===== src/rtl/branch_target_buffer_pkg.sv =====
// -----------------------------------------------------------------------------
// branch_target_pkg
// Shared widths, the per-entry record and the PC field extractors for the
// direct-mapped branch target buffer.
//   get_index(pc) : PC[WIDTH_ENTRY_LENTH+1:2]  (word-aligned entry select)
//   get_tag(pc)   : PC[31:WIDTH_ENTRY_LENTH+2] (remaining upper PC bits)
// -----------------------------------------------------------------------------
package branch_target_pkg;

    localparam int WIDTH_DATA_LENGTH  = 32;
    localparam int WIDTH_ENTRY_LENTH  = 3;
    localparam int ENTRY_DEPTH_LENGTH = 1 << WIDTH_ENTRY_LENTH;
    localparam int WIDTH_TAG_LENGTH   = WIDTH_DATA_LENGTH - 2 - WIDTH_ENTRY_LENTH;

    typedef logic [WIDTH_DATA_LENGTH-1:0] addr_t;
    typedef logic [WIDTH_ENTRY_LENTH-1:0] idx_t;
    typedef logic [WIDTH_TAG_LENGTH-1:0]  tag_t;

    typedef struct packed {
        logic  valid;
        tag_t  tag;
        addr_t target;
    } btb_entry_t;

    function automatic idx_t get_index(input addr_t pc);
        return pc[WIDTH_ENTRY_LENTH+1:2];
    endfunction

    function automatic tag_t get_tag(input addr_t pc);
        return pc[WIDTH_DATA_LENGTH-1:WIDTH_ENTRY_LENTH+2];
    endfunction

endpackage


===== src/rtl/branch_target_buffer_if.sv =====
// -----------------------------------------------------------------------------
// branch_target_buffer_if
// Bundles the fetch-side lookup and execute-side update signals of the BTB.
//   master : pipeline side, drives PC / PC_Ex / PC_ALU / Br_Detected /
//            Stall_Detected, receives Hit / Target_Add
//   slave  : the BTB itself
// -----------------------------------------------------------------------------
interface branch_target_buffer_if;
    import branch_target_pkg::*;

    addr_t PC;
    addr_t PC_Ex;
    addr_t PC_ALU;
    logic  Br_Detected;
    logic  Stall_Detected;
    logic  Hit;
    addr_t Target_Add;

    modport master (
        output PC, PC_Ex, PC_ALU, Br_Detected, Stall_Detected,
        input  Hit, Target_Add
    );

    modport slave (
        input  PC, PC_Ex, PC_ALU, Br_Detected, Stall_Detected,
        output Hit, Target_Add
    );
endinterface


===== src/rtl/branch_target_buffer_storage.sv =====
// -----------------------------------------------------------------------------
// btb_storage
// Register array of ENTRY_DEPTH_LENGTH BTB entries, one write port and one
// combinational read port. Only the valid bits are reset; tag/target content
// of an invalid entry is never looked at.
//   clk, rst   : clock, synchronous active-high reset
//   i_we       : write enable
//   i_widx     : write index
//   i_wentry   : entry written
//   i_ridx     : read index
//   o_rentry   : entry at i_ridx (pre-edge contents)
// -----------------------------------------------------------------------------
module btb_storage
    import branch_target_pkg::*;
(
    input  logic       clk,
    input  logic       rst,
    input  logic       i_we,
    input  idx_t       i_widx,
    input  btb_entry_t i_wentry,
    input  idx_t       i_ridx,
    output btb_entry_t o_rentry
);

    btb_entry_t r_table [ENTRY_DEPTH_LENGTH];

    // Entry array: clear valid bits on reset, otherwise write one entry.
    always_ff @(posedge clk) begin
        if (rst) begin
            for (int i = 0; i < ENTRY_DEPTH_LENGTH; i++) begin
                r_table[i].valid <= 1'b0;
            end
        end else if (i_we) begin
            r_table[i_widx] <= i_wentry;
        end
    end

    assign o_rentry = r_table[i_ridx];

endmodule


===== src/rtl/branch_target_buffer.sv =====
// -----------------------------------------------------------------------------
// branch_target_buffer
// Direct-mapped 8-entry branch target buffer for the fetch stage.
//   clk  : clock, all state updates on rising edge
//   rst  : synchronous active-high reset, clears every valid bit
//   bus  : branch_target_buffer_if.slave
//          PC            fetch PC to look up (combinational, zero latency)
//          PC_Ex/PC_ALU  resolved taken branch address and its target
//          Br_Detected   taken branch resolved this cycle
//          Stall_Detected blocks any table update
//          Hit/Target_Add lookup result; Target_Add = PC+4 on a miss
// Configuration macro BTB_BYPASS_EN: when defined, an update written this
// cycle whose PC_Ex matches PC (same index and tag) is forwarded to the
// lookup in the same cycle. Undefined (default): the new entry is visible
// only after the clock edge.
// -----------------------------------------------------------------------------
module branch_target_buffer
    import branch_target_pkg::*;
(
    input  logic                  clk,
    input  logic                  rst,
    branch_target_buffer_if.slave bus
);

    logic       w_update_en;
    addr_t      w_pc_plus4;
    btb_entry_t w_wentry;
    btb_entry_t w_rentry;
    logic       w_hit;
    addr_t      w_target;

    assign w_update_en = bus.Br_Detected && !bus.Stall_Detected && !rst;
    assign w_pc_plus4  = bus.PC + 32'd4;

    assign w_wentry.valid  = 1'b1;
    assign w_wentry.tag    = get_tag(bus.PC_Ex);
    assign w_wentry.target = bus.PC_ALU;

    btb_storage u_storage (
        .clk      (clk),
        .rst      (rst),
        .i_we     (w_update_en),
        .i_widx   (get_index(bus.PC_Ex)),
        .i_wentry (w_wentry),
        .i_ridx   (get_index(bus.PC)),
        .o_rentry (w_rentry)
    );

    // Lookup: tag compare against the stored entry, optional same-cycle
    // forwarding of the entry being written. Reset forces a miss because the
    // valid bits are only cleared at the end of the reset cycle.
    always_comb begin
        w_hit    = 1'b0;
        w_target = w_pc_plus4;
        if (rst) begin
            w_hit    = 1'b0;
            w_target = w_pc_plus4;
        end else if (w_rentry.valid && (w_rentry.tag == get_tag(bus.PC))) begin
            w_hit    = 1'b1;
            w_target = w_rentry.target;
        end else begin
            w_hit    = 1'b0;
            w_target = w_pc_plus4;
        end
`ifdef BTB_BYPASS_EN
        if (w_update_en &&
            (get_index(bus.PC_Ex) == get_index(bus.PC)) &&
            (get_tag(bus.PC_Ex) == get_tag(bus.PC))) begin
            w_hit    = 1'b1;
            w_target = bus.PC_ALU;
        end else begin
            w_hit    = w_hit;
            w_target = w_target;
        end
`endif
    end

    assign bus.Hit        = w_hit;
    assign bus.Target_Add = w_target;

endmodule


===== src/flat_wrapper.sv =====
// flat-port wrapper written by rule: the top's interface ports become plain ports
module branch_target_buffer_flat import branch_target_pkg::*;
  (clk, rst, bus_PC, bus_PC_Ex, bus_PC_ALU, bus_Br_Detected, bus_Stall_Detected, bus_Hit, bus_Target_Add);
  branch_target_buffer_if bus_i ();
  input  logic clk;
  input  logic rst;
  input wire logic [$bits(bus_i.PC)-1:0] bus_PC;
  input wire logic [$bits(bus_i.PC_Ex)-1:0] bus_PC_Ex;
  input wire logic [$bits(bus_i.PC_ALU)-1:0] bus_PC_ALU;
  input wire logic [$bits(bus_i.Br_Detected)-1:0] bus_Br_Detected;
  input wire logic [$bits(bus_i.Stall_Detected)-1:0] bus_Stall_Detected;
  output wire logic [$bits(bus_i.Hit)-1:0] bus_Hit;
  output wire logic [$bits(bus_i.Target_Add)-1:0] bus_Target_Add;
  assign bus_i.PC = bus_PC;
  assign bus_i.PC_Ex = bus_PC_Ex;
  assign bus_i.PC_ALU = bus_PC_ALU;
  assign bus_i.Br_Detected = bus_Br_Detected;
  assign bus_i.Stall_Detected = bus_Stall_Detected;
  assign bus_Hit = bus_i.Hit;
  assign bus_Target_Add = bus_i.Target_Add;
  branch_target_buffer u_core (.clk(clk), .rst(rst), .bus(bus_i));
endmodule

===== config.mk =====
export PLATFORM = sky130hd
export DESIGN_NAME = branch_target_buffer_flat
export DESIGN_NICKNAME = d
export VERILOG_FILES = /design/src/rtl/branch_target_buffer_pkg.sv /design/src/rtl/branch_target_buffer_if.sv /design/src/rtl/branch_target_buffer_storage.sv /design/src/rtl/branch_target_buffer.sv /design/src/flat_wrapper.sv
export SDC_FILE = /design/constraint.sdc
export NUM_CORES = 1
export LEC_CHECK = 0
export CORE_MARGIN = 2
export CORE_UTILIZATION = 25
export CTS_CLUSTER_SIZE = 40
export DETAILED_ROUTE_END_ITERATION = 8
export SYNTH_ARGS = -nofsm -noshare
export SYNTH_HDL_FRONTEND = slang
export SYNTH_HIERARCHICAL = 1
export SYNTH_SLANG_ARGS = --single-unit

===== constraint.sdc =====
create_clock -name clk -period 5.6 [get_ports clk]
set_input_delay 1.12 -clock clk [delete_from_list [all_inputs] [get_ports clk]]
set_output_delay 1.12 -clock clk [all_outputs]
set_load 0.01 [all_outputs]

# After elaboration in Yosys (flattened, before gate mapping)
# Memories as Yosys holds them, arrays and structs flattened.
# Index checks and enable logic that the tools add are counted.
# word_totals
register_bits	0
mem_bits_rw	480
inputBits	100
out_inout_bits	33
word_cells	21
mem_count	1
# op_classes
add_sub_neg	1
n_eq_ne	1
muxes	12
n_reduce_logical	6
# memory_table
name	depth	width	rd	rd_clocked_by_memory_dff	write_ports	line	rtl
u_core.u_storage.r_table	8	60	1	0	8	branch_target_buffer_storage.sv:25	btb_entry_t r_table [ENTRY_DEPTH_LENGTH];
# op_table
op	n
$mux W32	2
$mux W60	1
$reduce_or A60 Y1	1
$add A32 B3 Y32 const B	1
$eq A27 B27 Y1	1
$mux W1	7
$logic_and A1 B1 Y1	3
$mux W3	1
$logic_not A1 Y1	2
$mux W2	1

# Longest topological paths before layout
# Gate-level depths: netlist of the first run.
# depth
ltp_word	8
ltp_mapped	11
depth_no_buf	7

# Modules after synthesis
# Netlist of the first run, hierarchy kept.
# by_module_without_submodules
mod	n_inst	cells_each	area_each_um2	seq_area_each_um2
btb_storage	1	727	18331.3	14413.8
branch_target_buffer	1	166	1443.9	0.0

# Worst setup path before layout of the first run
# Ideal clock, no wire load.
# synth_timing
path_kind	input -> output
startpoint	in bus_PC[2]
endpoint	out bus_Target_Add[10]
t_arrival_ns	3.994
required_time_ns	4.480
path_slack_ns	0.486
stages	11
path_buffers	4
cell_sequence	buf_6 > buf_12 > mux4_1 > mux2_2 > xnor2_1 > nand4_1 > or4_1 > or4_1 > buf_6 > buf_12 > mux2_4
# synth_lines
item	line	rtl
start, declared	flat_wrapper.sv:7	input wire logic [$bits(bus_i.PC)-1:0] bus_PC;
end, declared	flat_wrapper.sv:13	output wire logic [$bits(bus_i.Target_Add)-1:0] bus_Target_Add;

==> impl_metrics.py, run 1 <==
metrics = {
    "critical_path": {
        "required_time_of_the_worst_setup_path_ns": 4.48,
        "critPathKind": "primary input to output port",
        "critical_path.endpoint_type": "output port",
        "cp.arrival_ns": 4.40,
        "max_stage_delay_ns": 0.54,
        "slowest_stage": "sky130_fd_sc_hd__mux4_1",
        "crit_path_max_fanout": 20,
        "start_kind": "primary input",
        "timing.critical_path.cells": "clkbuf_16 > buf_12 > mux4_1 > mux2_2 > xnor2_2 > nand4_1 > or4_1 > or4_4 > buf_12 > mux2_4 > dlygate4sd2_1",
        "crit_path_frequent_cell": "sky130_fd_sc_hd__buf_12",
    },
    "timing": {
        "setup-violations-final": 0,
        "slew_margin_rel_pct": 40.0,
        "max_slew.worst_pin.slew_ns": 0.898,
        "drv_slew": 0,
        "max_freq_ghz": 0.181,
        "period_minus_slack_ns": 5.52,
        "grt_setup_unrepaired": "yes",
        "post-route-period-util_pct": 98.5,
        "finalHoldViolCount": 0,
        "totalNegativeSetupSlack_ns": 0,
    },
    "power_and_ir_drop": {
        "leakage_nw": 7.81,
        "p_total_mw": 7.41,
        "irDropWorstVdd_mv": 0.231,
        "p_per_area_nw_per_um2": 303,
    },
    "placed_design": {
        "place_congestion": 0.747,
        "port_buffers": 130,
        "dp.final_hpwl_um": 31400,
    },
    "finish": {
        "nNetsFinal": 1218,
        "largest_register_ff_count": 480,
        "regMostFlops": "u_core/u_storage/r_table",
        "total_area_of_multi_input_combinational_cells_um2": 5100,
        "ratio_of_cells_with_drive_above_1_in_the_final_layout_pct": 31.7,
        "top_regs": "u_core/u_storage/r_table: 480 flops",
        "ff_latch_area_um2": 14400,
        "area_growth_pct": 23.7,
        "fillers": 7608,
    },
    "cts": {
        "cts_hold_buffers": 0,
        "tritoncts": "built",
        "clk_pin_slew_ns": 0.06,
        "clk_path_buf_depth": 3,
        "cts_buffers": 48,
        "cts_htree_levels": 2,
        "numClockSinks": 480,
        "clockRootBuffer": "sky130_fd_sc_hd__clkbuf_16",
    },
    "grt": {
        "grt_max_degree": 60,
        "grt_overflow": 0,
        "grt_pass1_wl_um": 70100,
        "initial_antenna_violation_count": 15,
        "grt_pass1_vias": 10082,
        "globalRouteTotalUtil_pct": 11.8,
    },
    "routing": {
        "antenna_left": 0,
        "firstDrtPassIters": 5,
        "drt_iter0_markers": 796,
        "drt_drc": 0,
        "routed_wire_length_per_instance_um": 22.0,
        "routed-via-count": 9620,
        "vias_per_cell": 4.37,
        "drt-total-wl_um": 48600,
    },
    "synthesis": {
        "dominantRegCellSynth": "sky130_fd_sc_hd__edfxtp_1",
        "synth_edf_count": 480,
        "mappedNetlistNets": 994,
        "avg_cell_area_syn_um2": 22.1,
        "syn-cell-area_um2": 19800,
        "synth_async_sr_flop_share_pct": 0,
        "yosys_warnings": 6,
        "synth_cell_type_count": 39,
        "total_of_flip_flops_plus_latches_after_synthesis": 480,
        "yosysSeqAreaShare_pct": 72.9,
        "post_synth_inst_count": 893,
    },
    "floorplan": {
        "boundaryPins": 133,
        "placeableCoreArea_um2": 78600,
        "start_util_pct": 25.2,
        "core.rowCount": 103,
        "die_w_um": 285,
        "chipHeight_um": 285,
        "die_area_um2": 81400,
    },
    "flow_run": {
        "max_cap_viol_count": 0,
    },
    "outcome": {
        "outcome": "finished clean",
    },
    "hold_path": {
        "timing.hold.worst.class": "primary input to flip-flop",
    },
}
==> cell usage in the layout, fill, tap and decap left out, types with 4 or more instances in the layout <==
cell	synthesis	routed
sky130_fd_sc_hd__buf_12	11	24
sky130_fd_sc_hd__o21bai_1	8	8
sky130_fd_sc_hd__nor2_1	18	8
sky130_fd_sc_hd__clkdlybuf4s15_1	0	11
sky130_fd_sc_hd__clkbuf_1	16	12
sky130_fd_sc_hd__mux4_1	20	19
sky130_fd_sc_hd__dlygate4sd2_1	0	21
sky130_fd_sc_hd__mux2_4	28	29
sky130_fd_sc_hd__clkdlybuf4s50_1	0	95
sky130_fd_sc_hd__nand4_1	15	15
sky130_fd_sc_hd__nor3_1	11	10
sky130_fd_sc_hd__buf_4	0	63
sky130_fd_sc_hd__nand3_1	13	13
sky130_fd_sc_hd__nand2_1	12	12
sky130_fd_sc_hd__edfxtp_1	480	480
sky130_fd_sc_hd__xnor2_2	1	7
sky130_fd_sc_hd__nand2b_1	4	4
sky130_fd_sc_hd__clkbuf_16	0	50
sky130_fd_sc_hd__nor2_4	0	8
sky130_fd_sc_hd__mux2_2	62	61
sky130_fd_sc_hd__mux4_2	100	101
sky130_fd_sc_hd__xor2_1	17	17
sky130_fd_sc_hd__clkinv_2	0	7
sky130_fd_sc_hd__clkinv_1	1	13
sky130_fd_sc_hd__xnor2_1	37	31
==> worst paths after layout <==
path	startpoint	cells after the start	to	slack [ns]
worst max-delay path	bus_PC[2]	11	bus_Target_Add[20]	0.08
worst min-delay path	bus_PC_ALU[6]	1	u_core/u_storage/r_table[4][6]	1.26
==> kinds of logic (layout without fill, tap and decap cells) <==
logic type                 count (synthesis)  after routing  synth area share [%]
adders and majority gates                  1              1                0.0633
other                                      1              3                0.0190
xor gates and xnor gates                  55             55                  2.47
DFF                                      480            480                  72.9
buffers and inverters                     46            304                  1.95
AOI/OAI and AO/OA                          8              8                 0.304
and+or+nand+nor                           90             90                  2.50
muxes                                    212            212                  19.8
==> area by class of cell <==
| class | count | area share (%) |
|---|---|---|
| Timing Repair Buffer | 216 | 9.13 |
| Multi-Input combinational cell | 367 | 20.8 |
| Sequential cell | 480 | 58.9 |
| Clock inverter | 23 | 0.465 |
| Antenna cell | 2 | 0.0205 |
| Tap cell | 1050 | 5.37 |
| Inverter | 4 | 0.0614 |
| Clock buffer | 61 | 5.20 |
==> worst max-delay path: cells and delay by family <==
family,cells,cell delay (ns)
xor+xnor,1,0.17
mux,3,1.17
buf+inv,4,0.78
simple gates,3,1.12
==> what timing repair did <==
item,CTS,global route
setup buffers,2,0
pin swaps,1,2
hold endpoints to repair,0,0
resized for setup,42,22
endpoints found under the setup margin,32,33
==> synth_stat cells (3+ instances only) <==
cell | number | share of area (%)
sky130_fd_sc_hd__buf_12 | 11 | 1.1
sky130_fd_sc_hd__o21bai_1 | 8 | 0.30
sky130_fd_sc_hd__nand4_1 | 15 | 0.47
sky130_fd_sc_hd__mux4_1 | 20 | 2.7
sky130_fd_sc_hd__nand2_1 | 12 | 0.23
sky130_fd_sc_hd__xor2_1 | 17 | 0.75
sky130_fd_sc_hd__buf_6 | 4 | 0.23
sky130_fd_sc_hd__buf_1 | 8 | 0.15
sky130_fd_sc_hd__nand3_1 | 13 | 0.33
sky130_fd_sc_hd__edfxtp_1 | 480 | 73
sky130_fd_sc_hd__mux2_2 | 62 | 3.5
sky130_fd_sc_hd__clkbuf_1 | 16 | 0.30
sky130_fd_sc_hd__mux4_2 | 100 | 11
sky130_fd_sc_hd__mux2_4 | 28 | 2.1
sky130_fd_sc_hd__nor3_1 | 11 | 0.28
sky130_fd_sc_hd__buf_2 | 3 | 0.076
sky130_fd_sc_hd__nand2b_1 | 4 | 0.13
sky130_fd_sc_hd__xnor2_1 | 37 | 1.6
sky130_fd_sc_hd__inv_1 | 3 | 0.057
sky130_fd_sc_hd__nor2_1 | 18 | 0.34
==> per-stage QoR <==
step | hold WS [ns] | instances | setup WS (ns) | instance area, um^2 | utilization, %
6_report | 1.26 | 2203 | 0.0812 | 24500 | 31.1
5_1_grt | 1.27 | 2202 | -0.0180 | 24500 | 31.1
4_1_cts | 1.24 | 2201 | 0.00793 | 24400 | 31.0
3_5_place_dp | 1.86 | 2115 | -0.504 | 23000 | 29.2
3_3_place_gp | 1.84 | 2115 | -0.487 | 23000 | 29.2
2_1_floorplan | 1.22 | 893 | 0.486 | 19800 | -
==> where the power goes <==
part           switching [mW]  leakage, nW  total (mW)  internal [mW]
clock network            1.29        0.678        2.89           1.60
registers             0.00608         4.32        3.99           3.98
logic                   0.253         2.81       0.541          0.288
==> per-layer routing <==
layer / share of wire (%) / track usage, % / wire [um] / vias up
li1: - / - / - / 4191
met1: 43 / 15.5 / 20900 / 5076
met2: 47 / 18.9 / 23000 / 244
met3: 7.7 / 4.07 / 3720 / 81
met4: 1.6 / 2.84 / 767 / 28
met5: 0.33 / 0 / 161 / -
Power figures use the tool's default switching activity.
==> run 2, diff against run 1 <==
--- a/config.mk
+++ b/config.mk
@@ -7,6 +7,7 @@
 export LEC_CHECK = 0
 export CORE_MARGIN = 2
 export CORE_UTILIZATION = 25
+export CTS_CLUSTER_DIAMETER = 200
 export CTS_CLUSTER_SIZE = 40
 export DETAILED_ROUTE_END_ITERATION = 8
 export SYNTH_ARGS = -nofsm -noshare
==> constraint.sdc (replaced) <==
create_clock -name clk -period 5.6 [get_ports clk]
set_input_delay 1.4 -clock clk [delete_from_list [all_inputs] [get_ports clk]]
set_output_delay 1.4 -clock clk [all_outputs]
set_load 0.01 [all_outputs]
==> impl_metrics.py, run 2 (synthesis results as in run 1) <==
metrics = {
    "critical_path": {
        "cp.arrival_ns": 4.58,
        "crit_path_max_fanout": 8,
        "critical_path.endpoint_type": "output port",
        "slowest_stage": "sky130_fd_sc_hd__or4_4",
        "crit_path_start": "bus_PC[2]",
        "critPathKind": "primary input to output port",
        "start_kind": "primary input",
        "cp-endpoint": "bus_Target_Add[11]",
        "timing.critical_path.cells": "clkbuf_16 > buf_12 > mux4_2 > mux2_4 > xor2_1 > nor4_1 > buf_4 > nand4_1 > or4_4 > buf_6 > buf_12 > mux2_4 > buf_6",
        "required_time_of_the_worst_setup_path_ns": 4.20,
        "max_stage_delay_ns": 0.60,
    },
    "routing": {
        "antenna_left": 0,
        "routed-via-count": 9381,
        "drt_iter0_markers": 627,
        "vias_per_cell": 4.30,
        "routed_wire_length_per_instance_um": 21.8,
        "drt_drc": 0,
        "drt-total-wl_um": 47500,
        "firstDrtPassIters": 4,
    },
    "floorplan": {
        "boundaryPins": 133,
        "placeableCoreArea_um2": 78600,
        "die_area_um2": 81400,
        "chipHeight_um": 285,
        "core.rowCount": 103,
        "die_w_um": 285,
        "start_util_pct": 25.2,
    },
    "cts": {
        "clk_path_buf_depth": 3,
        "cts_htree_levels": 1,
        "tritoncts": "built",
        "clockRootBuffer": "sky130_fd_sc_hd__clkbuf_16",
        "cts_buffers": 15,
        "cts_hold_buffers": 0,
        "clk_pin_slew_ns": 0.14,
        "numClockSinks": 480,
    },
    "grt": {
        "grt_pass1_vias": 9893,
        "initial_antenna_violation_count": 19,
        "grt_overflow": 0,
        "grt_pass1_wl_um": 68500,
        "globalRouteTotalUtil_pct": 11.5,
        "grt_max_degree": 60,
    },
    "power_and_ir_drop": {
        "leakage_nw": 7.61,
        "p_per_area_nw_per_um2": 251,
        "irDropWorstVdd_mv": 0.181,
    },
    "placed_design": {
        "place_ws_ns": -1.05,
        "port_buffers": 130,
        "dp.final_hpwl_um": 31600,
        "place_congestion": 0.750,
        "place.detailed.instances": 2152,
    },
    "finish": {
        "regMostFlops": "u_core/u_storage/r_table",
        "final_cell_mix": "sky130_fd_sc_hd__edfxtp_1, sky130_fd_sc_hd__mux4_2, sky130_fd_sc_hd__buf_4",
        "final_core_utilization_pct": 30.5,
        "area_growth_pct": 21.2,
        "top_regs": "u_core/u_storage/r_table: 480 flops",
        "ratio_of_cells_with_drive_above_1_in_the_final_layout_pct": 35.5,
        "nNetsFinal": 1230,
        "largest_register_ff_count": 480,
        "mostFrequentLayoutCell": "sky130_fd_sc_hd__edfxtp_1",
        "layout.cells.non_filler": 2182,
    },
    "timing": {
        "post-route-period-util_pct": 107,
        "max_slew.worst_pin.slew_ns": 0.803,
        "grt_setup_unrepaired": "yes",
        "finalHoldViolCount": 0,
        "postLayoutSetupSlackWorst_ns": -0.375,
        "drv_slew": 0,
        "period_minus_slack_ns": 5.98,
        "max_freq_ghz": 0.167,
        "slew_margin_rel_pct": 46.3,
        "setup-violations-final": 32,
    },
    "outcome": {
        "violations": "setup timing",
        "outcome": "finished, violations left",
    },
    "flow_run": {
        "max_cap_viol_count": 0,
    },
    "hold_path": {
        "timing.hold.worst.class": "primary input to flip-flop",
        "hold_path_startpoint": "bus_PC_ALU[20]",
    },
}
run 2: cell count changes in the layout (fill, tap and decap cells not counted), sizes merged, moves of 11 or more:
cell,before,now
clkinv,20,1
clkdlybuf4s15,11,0
clkbuf,62,16
buf,88,165
dlygate4sd2,21,1
run 2: worst min-delay path by stage:
stage	endpoint	slack (ns)	depth (start not counted)
after floorplan	u_core/u_storage/r_table[0][0]	1.50	0
after global routing	u_core/u_storage/r_table[4][51]	1.56	1
after global placement	u_core/u_storage/r_table[6][14]	2.12	1
final	u_core/u_storage/r_table[5][20]	1.55	1
after detailed placement	u_core/u_storage/r_table[5][33]	2.14	1
after CTS	u_core/u_storage/r_table[2][51]	1.53	1
run 2: per-stage QoR:
stage / total power [mW] / hold slack, ns / cell area, um^2 / setup TNS [ns]
floorplan: 4.33 / 1.50 / 19800 / 0
global placement: 4.61 / 2.12 / 23200 / -32.73
detailed placement: 4.62 / 2.14 / 23200 / -31.86
CTS: 6.09 / 1.53 / 24000 / -11.63
global route: 6.21 / 1.56 / 24000 / -14.10
finish: 6.02 / 1.55 / 24000 / -10.44
run 2: cell type report:
cell class	instances	area (um^2)
fill	7637	54600
inverter	4	15.0
sequential	480	14400
antenna	4	10.0
timing repair buffer	261	2730
clock buffer	15	375
clock inverter	1	8.76
multi-input combinational	367	5100
tap	1050	1310
run 2: where the power goes:
part / total (mW) / internal [mW] / switching [mW] / leakage [nW]
clock: 1.47 / 0.496 / 0.971 / 0.189
combinational: 0.570 / 0.313 / 0.257 / 3.10
sequential: 3.98 / 3.97 / 0.00556 / 4.32
run 2: worst max-delay path, delay by kind of cell:
family | cells | cell delay, ns
muxes | 3 | 1.13
buffers and inverters | 6 | 0.89
and+or+nand+nor | 3 | 0.97
xor gates and xnor gates | 1 | 0.14
run 2: repair_timing:
item                                    in CTS  in global routing
setup buffers                                7                  0
endpoints found under the setup margin      33                 32
gates cloned                                 4                  0
resized for setup                          188                  1
pin swaps                                    4                  0
run 2: routing by layer:
metal | track usage (%) | wire, um | up-vias | share of wire (%)
li1 | - | - | 4155 | -
met4 | 2.85 | 851 | 24 | 1.8
met3 | 2.25 | 2360 | 52 | 5.0
met1 | 15.1 | 20700 | 4965 | 44
met5 | 0 | 131 | - | 0.28
met2 | 19.4 | 23400 | 185 | 49
==> run 3, diff against run 2 <==
--- a/config.mk
+++ b/config.mk
@@ -10,6 +10,7 @@
 export CTS_CLUSTER_DIAMETER = 200
 export CTS_CLUSTER_SIZE = 40
 export DETAILED_ROUTE_END_ITERATION = 8
+export RECOVER_POWER = 100
 export SYNTH_ARGS = -nofsm -noshare
 export SYNTH_HDL_FRONTEND = slang
 export SYNTH_HIERARCHICAL = 1
==> impl_metrics.py, run 3 (synthesis results as in run 1) <==
metrics = {
    "grt": {
        "grt_pass1_wl_um": 68500,
        "initial_antenna_violation_count": 32,
        "grt_overflow": 0,
        "grt_max_degree": 60,
        "globalRouteTotalUtil_pct": 11.5,
        "grt_pass1_vias": 9893,
    },
    "routing": {
        "routed_wire_length_per_instance_um": 21.9,
        "firstDrtPassIters": 4,
        "drt-total-wl_um": 47700,
        "vias_per_cell": 4.32,
        "drt_iter0_markers": 517,
        "drt_drc": 0,
        "routed-via-count": 9431,
        "antenna_left": 0,
    },
    "floorplan": {
        "chipHeight_um": 285,
        "boundaryPins": 133,
        "die_w_um": 285,
        "placeableCoreArea_um2": 78600,
        "core.rowCount": 103,
        "start_util_pct": 25.2,
        "die_area_um2": 81400,
    },
    "cts": {
        "numClockSinks": 480,
        "clk_path_buf_depth": 3,
        "cts_hold_buffers": 0,
        "cts_htree_levels": 1,
        "cts_buffers": 15,
        "clockRootBuffer": "sky130_fd_sc_hd__clkbuf_16",
        "clk_pin_slew_ns": 0.13,
        "tritoncts": "built",
    },
    "finish": {
        "area_growth_pct": 19.8,
        "ratio_of_cells_with_drive_above_1_in_the_final_layout_pct": 34.7,
        "mostFrequentLayoutCell": "sky130_fd_sc_hd__edfxtp_1",
        "nNetsFinal": 1230,
        "final_cell_mix": "sky130_fd_sc_hd__edfxtp_1, sky130_fd_sc_hd__mux4_2, sky130_fd_sc_hd__buf_4",
        "fillers": 7673,
        "regMostFlops": "u_core/u_storage/r_table",
        "total_area_of_multi_input_combinational_cells_um2": 5050,
        "ff_latch_area_um2": 14400,
        "top_regs": "u_core/u_storage/r_table: 480 flops",
        "layout.cells.non_filler": 2183,
        "largest_register_ff_count": 480,
    },
    "outcome": {
        "outcome": "finished, violations left",
        "violations": "capacitance limit, slew limit, setup timing",
    },
    "critical_path": {
        "crit_path_max_fanout": 8,
        "start_kind": "primary input",
        "slowest_stage": "sky130_fd_sc_hd__or4_4",
        "required_time_of_the_worst_setup_path_ns": 4.20,
        "critical_path.endpoint_type": "output port",
        "timing.critical_path.cells": "clkbuf_16 > buf_12 > mux4_2 > mux2_4 > xor2_1 > nor4_1 > buf_4 > nand4_1 > or4_4 > buf_6 > buf_12 > mux2_4 > buf_6",
        "critPathKind": "primary input to output port",
        "cp.arrival_ns": 4.57,
        "max_stage_delay_ns": 0.60,
    },
    "placed_design": {
        "port_buffers": 130,
        "place_congestion": 0.750,
        "dp.final_hpwl_um": 31600,
        "place.detailed.instances": 2152,
    },
    "power_and_ir_drop": {
        "p_per_area_nw_per_um2": 253,
        "irDropWorstVdd_mv": 0.180,
        "leakage_nw": 7.57,
    },
    "timing": {
        "drv_slew": 184,
        "slew_margin_rel_pct": -46.2,
        "setup-violations-final": 32,
        "totalNegativeSetupSlack_ns": -10.33,
        "grt_setup_unrepaired": "yes",
        "period_minus_slack_ns": 5.97,
        "postLayoutSetupSlackWorst_ns": -0.372,
        "fin_hold_ws_ns": 1.64,
        "finalHoldViolCount": 0,
        "max_slew.worst_pin.slew_ns": 2.19,
        "max_freq_ghz": 0.167,
        "post-route-period-util_pct": 107,
    },
    "hold_path": {
        "hold-path-cell-count": 1,
        "timing.hold.worst.class": "primary input to flip-flop",
    },
    "flow_run": {
        "max_cap_viol_count": 8,
    },
}
## run 3: area by class of cell
type	instances	share of cell area (%)
multi-input combinational	367	21.3
tap	1050	5.54
timing repair buffer	261	10.6
sequential	480	60.8
clock buffer	15	1.58
inverter	4	0.0634
clock inverter	1	0.0370
antenna	5	0.0528
## run 3: final timing paths
| path | endpoint | start |
|---|---|---|
| min | u_core/u_storage/r_table[7][49] | bus_PC_Ex[22] |
| max | bus_Target_Add[11] | bus_PC[2] |
## run 3: power by group
part,switching (mW),leakage [nW],total (mW),internal [mW]
logic,0.255,3.06,0.558,0.303
registers,0.00558,4.32,3.98,3.97
clock network,0.970,0.189,1.47,0.496
## run 3: critical path, delay by kind of cell
family                 cells  cell delay (ns)
multiplexers               3             1.12
buffers and inverters      6             0.89
XOR/XNOR                   1             0.14
AND/OR/NAND/NOR            3             0.97
## run 3: stage by stage
| stage | util [%] | power [mW] | setup slack [ns] | instance area (um^2) |
|---|---|---|---|---|
| 3_5_place_dp | 29.6 | 4.62 | -1.05 | 23200 |
| 6_report | 30.1 | 6.00 | -0.372 | 23700 |
| 3_3_place_gp | 29.6 | 4.61 | -1.08 | 23200 |
| 4_1_cts | 30.5 | 6.09 | -0.389 | 24000 |
| 2_1_floorplan | - | 4.33 | 0.000918 | 19800 |
| 5_1_grt | 30.1 | 6.20 | -0.490 | 23700 |
## run 3: what timing repair did
action	in CTS	in global routing
setup endpoints to repair	33	32
setup buffers	7	0
endpoints found under the hold margin	0	0
pin swaps	4	0
cloned	4	0
gates resized for setup	188	1
## run 3: layer usage
metal  share of wire, %  vias to the layer above  global-route usage, %
met5               0.28                        -                      0
met4                2.1                       24                   2.85
met3                5.6                       70                   2.25
met2                 49                      231                   19.4
met1                 43                     4950                   15.1
li1                   -                     4156                      -
